## src/rtl/tdr_echo_capture.sv

```systemverilog
// TDR launch/capture: fires a pulse, samples wave_in for WIN cycles, reports arrival, echo delay and class.
// Optional sample buffer with read port when TDR_CAPTURE_DUMP_EN is defined.
module tdr_echo_capture #(
    parameter int PULSE_W = 1,
    parameter int WIN     = 48,
    localparam int IDX_W  = $clog2(WIN + 1)
) (
    input  logic             clk,
    input  logic             rst_n,
    input  logic             start,
    input  logic             wave_in,
    output logic             pulse_out,
    output logic             busy,
    output logic             done,
    output logic [IDX_W-1:0] arrival,
    output logic [IDX_W-1:0] echo_delay,
    output logic [1:0]       echo_type,
    output logic             timeout
`ifdef TDR_CAPTURE_DUMP_EN
    ,
    input  logic [IDX_W-1:0] dump_addr,
    output logic             dump_data
`endif
);

    // state  | meaning
    // IDLE   | waiting for start
    // LAUNCH | pulse_out high, sampling wave_in
    // LISTEN | pulse done, still sampling wave_in
    // REPORT | one-cycle done strobe, results just updated
    typedef enum logic [1:0] {IDLE, LAUNCH, LISTEN, REPORT} state_t;

    localparam logic [IDX_W-1:0] WIN_L   = IDX_W'(WIN);
    localparam logic [IDX_W-1:0] LAST    = IDX_W'(WIN - 1);
    localparam logic [IDX_W-1:0] PW_L    = IDX_W'(PULSE_W);
    localparam logic [IDX_W-1:0] PW_LAST = IDX_W'(PULSE_W - 1);

    state_t           state;
    logic [IDX_W-1:0] idx;
    logic [IDX_W-1:0] start1;
    logic [IDX_W-1:0] start2;
    logic [IDX_W-1:0] len1;
    logic [1:0]       runs;
    logic             prev_w;
    logic             in_run1;

    logic             run_start;
    logic [1:0]       runs_nx;
    logic [IDX_W-1:0] start1_nx;
    logic [IDX_W-1:0] start2_nx;
    logic [IDX_W-1:0] len1_nx;
    logic             in_run1_nx;

    // Run tracking including the current sample, so the last sample feeds classification directly.
    always_comb begin
        run_start  = wave_in && ((idx == '0) || !prev_w);
        runs_nx    = runs;
        start1_nx  = start1;
        start2_nx  = start2;
        len1_nx    = len1;
        in_run1_nx = in_run1;
        if (run_start) begin
            if (runs != 2'd3) runs_nx = runs + 2'd1;
            if (runs == 2'd0) begin
                start1_nx  = idx;
                len1_nx    = IDX_W'(1);
                in_run1_nx = 1'b1;
            end else if (runs == 2'd1) begin
                start2_nx = idx;
            end
        end else if (in_run1) begin
            if (wave_in) begin
                if (len1 != WIN_L) len1_nx = len1 + IDX_W'(1);
            end else begin
                in_run1_nx = 1'b0;
            end
        end
    end

    always_ff @(posedge clk or negedge rst_n) begin
        if (!rst_n) begin
            state      <= IDLE;
            idx        <= '0;
            start1     <= '0;
            start2     <= '0;
            len1       <= '0;
            runs       <= 2'd0;
            prev_w     <= 1'b0;
            in_run1    <= 1'b0;
            pulse_out  <= 1'b0;
            busy       <= 1'b0;
            done       <= 1'b0;
            arrival    <= '0;
            echo_delay <= '0;
            echo_type  <= 2'b00;
            timeout    <= 1'b0;
        end else begin
            done <= 1'b0;
            case (state)
                IDLE: begin
                    if (start) begin
                        state     <= LAUNCH;
                        pulse_out <= 1'b1;
                        busy      <= 1'b1;
                        idx       <= '0;
                        start1    <= '0;
                        start2    <= '0;
                        len1      <= '0;
                        runs      <= 2'd0;
                        prev_w    <= 1'b0;
                        in_run1   <= 1'b0;
                    end
                end
                LAUNCH, LISTEN: begin
                    prev_w  <= wave_in;
                    runs    <= runs_nx;
                    start1  <= start1_nx;
                    start2  <= start2_nx;
                    len1    <= len1_nx;
                    in_run1 <= in_run1_nx;
                    idx     <= idx + IDX_W'(1);
                    if (state == LAUNCH && idx == PW_LAST) begin
                        pulse_out <= 1'b0;
                        state     <= LISTEN;
                    end
                    if (idx == LAST) begin
                        state      <= REPORT;
                        pulse_out  <= 1'b0;
                        busy       <= 1'b0;
                        done       <= 1'b1;
                        timeout    <= (runs_nx == 2'd0);
                        arrival    <= (runs_nx == 2'd0) ? '0 : start1_nx;
                        echo_delay <= (runs_nx >= 2'd2) ? (start2_nx - start1_nx) : '0;
                        case (runs_nx)
                            2'd0:    echo_type <= 2'b00;
                            2'd1:    echo_type <= (len1_nx > PW_L) ? 2'b10 : 2'b00;
                            2'd2:    echo_type <= 2'b01;
                            default: echo_type <= 2'b11;
                        endcase
                    end
                end
                REPORT:  state <= IDLE;
                default: state <= IDLE;
            endcase
        end
    end

`ifdef TDR_CAPTURE_DUMP_EN
    logic [WIN-1:0] cap_buf;

    always_ff @(posedge clk or negedge rst_n) begin
        if (!rst_n) begin
            cap_buf <= '0;
        end else if (state == IDLE && start) begin
            cap_buf <= '0;
        end else if (state == LAUNCH || state == LISTEN) begin
            cap_buf[idx] <= wave_in;
        end
    end

    assign dump_data = (dump_addr < WIN_L) ? cap_buf[dump_addr] : 1'b0;
`endif

endmodule
```

## config.mk

```make
export PLATFORM = sky130hd
export DESIGN_NAME = tdr_echo_capture
export DESIGN_NICKNAME = d
export VERILOG_FILES = /design/src/rtl/tdr_echo_capture.sv
export SDC_FILE = /design/constraint.sdc
export NUM_CORES = 1
export LEC_CHECK = 0
export BUFFER_PORTS_ARGS = -buffer_cell sky130_fd_sc_hd__buf_2
export CAP_MARGIN = 20
export CELL_PAD_IN_SITES_DETAIL_PLACEMENT = 1
export CELL_PAD_IN_SITES_GLOBAL_PLACEMENT = 1
export CORE_MARGIN = 1
export CORE_UTILIZATION = 43
export DETAILED_ROUTE_END_ITERATION = 12
export PLACE_DENSITY = 0.82
export SETUP_SLACK_MARGIN = 0.05
export SYNTH_ARGS = -nofsm -noshare
export SYNTH_HDL_FRONTEND = slang
export SYNTH_SLANG_ARGS = --single-unit
```

## constraint.sdc

```tcl
create_clock -name clk -period 6.1 [get_ports clk]
set_clock_uncertainty 0.05 [all_clocks]
set_input_delay 1.83 -clock clk [delete_from_list [all_inputs] [get_ports clk]]
set_output_delay 1.83 -clock clk [all_outputs]
set_load 0.02 [all_outputs]
```

==> load_flow_metrics.sql <==
INSERT INTO impl_metrics (metric_group, metric, value, unit) VALUES
('status', 'run_status', 'completed', ''),
('power_and_ir_drop', 'p_switching', '274.2', 'uW'),
('flow_run', 'cap_viol_max_count', '0', ''),
('power_and_ir_drop', 'clockPowerShare', '32.0', '%'),
('critical_path', 'critical_path_required', '6.26', 'ns'),
('power_and_ir_drop', 'pwr-share-comb', '24.6', '%'),
('cells_and_area', 'fin_area', '3027', 'um2'),
('cts', 'clockBufferDepth', '2', ''),
('grt', 'antenna_found_initial', '0', ''),
('yosys', 'synth-main-ff-cell', 'dfrtp_1', ''),
('yosys', 'synth_top_area_share', '43.58', '%'),
('die', 'die_span_in_y', '82.07', 'um'),
('cells_and_area', 'insertedDiodeCount', '0', ''),
('sta', 'fin_tns_setup', '0', 'ns'),
('die', 'die_width', '82.07', 'um'),
('drt', 'route.vias.total', '2126', ''),
('die', 'die_footprint', '6735', 'um2'),
('cts', 'postCtsResizedCells', '0', ''),
('sta', 'worst_rel_slew_slack', '41.86', '%'),
('sta', 'timing.final.max_slew_violations', '0', ''),
('hold_path', 'min_path_type', 'register to register', ''),
('cells_and_area', 'layout-drive-gt1-share', '18.37', '%'),
('power_and_ir_drop', 'power.density_cell_area', '293.6', 'nW/um2'),
('yosys', 'synth.area.mux_share', '4.176', '%'),
('grt', 'largest_net_degree_at_the_start_of_global_routing', '49', ''),
('placement', 'gpl.final_weighted_congestion', '0.7823', ''),
('power_and_ir_drop', 'worst_case_vdd_ir_drop', '0.0001228', 'V'),
('power_and_ir_drop', 'power_switching_share', '30.85', '%'),
('yosys', 'netlist.top_cell.by_area', 'dfrtp_1', ''),
('cts', 'cts_root_buf', 'clkbuf_8', ''),
('yosys', 'synth.ff_latch_count', '48', ''),
('yosys', 'post_synth_fa_ha_maj_area_fraction', '6.173', '%'),
('placement', 'io_buffers', '21', ''),
('critical_path', 'timing.reg2reg.worst_path_depth', '14', ''),
('cts', 'ctsHoldBuffers', '0', ''),
('cts', 'cts.sink_count', '48', ''),
('yosys', 'synth_warnings', '0', ''),
('yosys', 'synthesis.area', '2756', 'um2'),
('grt', 'groute.layer.met1.usage', '32.01', '%'),
('yosys', 'syn_avg_cell_area', '10.21', 'um2'),
('yosys', 'syn-num-nets', '287', ''),
('grt', 'globalRoute.totalOverflow', '0', ''),
('critical_path', 'timing.setup.critical_path_class', 'input port to register', ''),
('die', 'placeableCoreArea', '6061', 'um2'),
('cells_and_area', 'finish.net_count', '299', ''),
('sta', 'transition_at_the_pin_with_the_smallest_max_transition_slack', '0.8700', 'ns'),
('sta', 'final-hold-violation-count', '0', ''),
('yosys', 'seq_area_frac_synth', '43.58', '%'),
('drt', 'drt_pass_1_iters', '4', ''),
('drt', 'detail-route-antenna-nets', '0', ''),
('grt', 'globalRouteMet3Util', '4.444', '%'),
('power_and_ir_drop', 'power_report.internal_total', '614.5', 'uW'),
('sta', 'max_freq', '0.2265', 'GHz'),
('yosys', 'post_synth_and_or_nand_nor_area_fraction', '13.66', '%'),
('die', 'rows', '28', ''),
('critical_path', 'worstSetupStartpointType', 'input port', ''),
('grt', 'grt_pass1_wl', '11.53', 'mm'),
('hold_path', 'worstHoldStart', 'arrival[4]$_DFFE_PN0P_', ''),
('grt', 'gr-max-usage-layer', 'met2', ''),
('cts', 'cts_tree', 'yes', ''),
('drt', 'routed_wire_length', '6.727', 'mm'),
('placement', 'dp.final_hpwl', '4.658', 'mm'),
('yosys', 'synth_compound_area_share', '25.74', '%'),
('power_and_ir_drop', 'seqPwrFrac', '43.4', '%'),
('yosys', 'synth_area_leaders', 'dfrtp_1 44%, a22o_1 7.0%, ha_1 5.4%, o21ai_0 4.9%, nand2_1 3.1%', ''),
('yosys', 'syn_inst', '270', ''),
('yosys', 'synth_top_family_by_area', 'compound AO/OA/AOI/OAI gates', ''),
('critical_path', 'worst-path-max-fanout', '8', ''),
('cts', 'clk_pin_slew_worst_paths', '0.10', 'ns'),
('cells_and_area', 'final_cell_mix', '48 x dfrtp_1, 27 x o21ai_0, 23 x nand2_1', ''),
('critical_path', 'crit-reg2reg-launch', 'idx[0]$_DFFE_PN0P_', '');
-- registers in the layout, indices dropped and copies added (netlist names) --
name and flops:
pulse_out 1, len1 6, busy 1, arrival 6, state 2, done 1, prev_w 1, runs 2
echo_type 2, idx 6, start2 6, start1 6, echo_delay 6, in_run1 1, timeout 1
-- power groups by stage --
stage                     clock (mW)  combinational [mW]  sequential, mW
after floorplan                    0               0.118           0.415
after global placement             0               0.203           0.389
after detailed placement           0               0.210           0.392
after CTS                      0.285               0.218           0.386
after global routing           0.299               0.243           0.391
final                          0.285               0.218           0.386
-- worst paths after layout --
path	endpoint	slack [ns]
worst max-delay path	echo_delay[5]$_DFFE_PN0P_	1.68
min in group asynchronous	echo_delay[5]$_DFFE_PN0P_	1.39
worst min-delay path	arrival[4]$_DFFE_PN0P_	0.44
worst max register to register	echo_delay[5]$_DFFE_PN0P_	2.31
max in group asynchronous	timeout$_DFFE_PN0P_	4.10
worst min register to register	arrival[4]$_DFFE_PN0P_	0.44
-- area by class of cell --
class	count	area (um2)
clock buffers	5	68.82
fillers	691	3034
well taps	75	93.84
multi-input cells	194	1424
flip-flops and latches	48	1201
repair buffers	23	132.6
clock inverters	3	68.82
inverters	10	37.54
-- synthesized netlist by cell type, drive strengths merged (3+ instances only) --
cell	n
a21o	4
a21oi	12
a22o	23
a22oi	6
and2	6
buf	6
clkbuf	11
dfrtp	48
ha	12
inv	10
mux2	4
mux2i	7
nand2	25
nand3	4
nor2	13
nor3	3
o21ai	30
o22a	3
o31ai	8
xnor2	5
-- cells by family after synthesis --
group / Yosys count
buffers and inverters: 28
multiplexers: 11
flip-flops: 48
adder cells (fa/ha/maj): 13
XOR/XNOR: 6
AO/OA/AOI/OAI: 99
AND/OR/NAND/NOR: 65
-- metal layers --
metal | share of wire, % | up-vias | wire (um)
met3 | 2.1 | 10 | 143
met4 | 1.6 | 0 | 110
met1 | 48 | 1074 | 3248
li1 | - | 1017 | -
met5 | 0 | - | 0
met2 | 48 | 25 | 3223
-- metrics by stage --
step           worst slack (ns)  total power [mW]  hold slack, ns  utilization, %  cells
2_1_floorplan             1.829            0.5321          0.4122               -    270
3_3_place_gp              1.599            0.5913          0.4053           47.34    349
3_5_place_dp              1.456            0.6022          0.4209           47.34    349
4_1_cts                   1.693            0.8890          0.4438           49.61    357
5_1_grt                   1.505            0.9328          0.4745           49.94    358
6_report                  1.684            0.8887          0.4408           49.94    358
-- worst max-delay path: stages --
cell and delay (ns):
buf_2 0.10, or2b_2 0.33, o22ai_4 0.28, nand2_4 0.13
nor2_8 0.18, mux2_2 0.40, ha_1 0.29, nor2b_1 0.16
nor3_1 0.26, o21bai_1 0.13, a21oi_1 0.19, xnor2_1 0.09
a22o_1 0.20
Note: power is estimated with default switching activity, not from simulation.
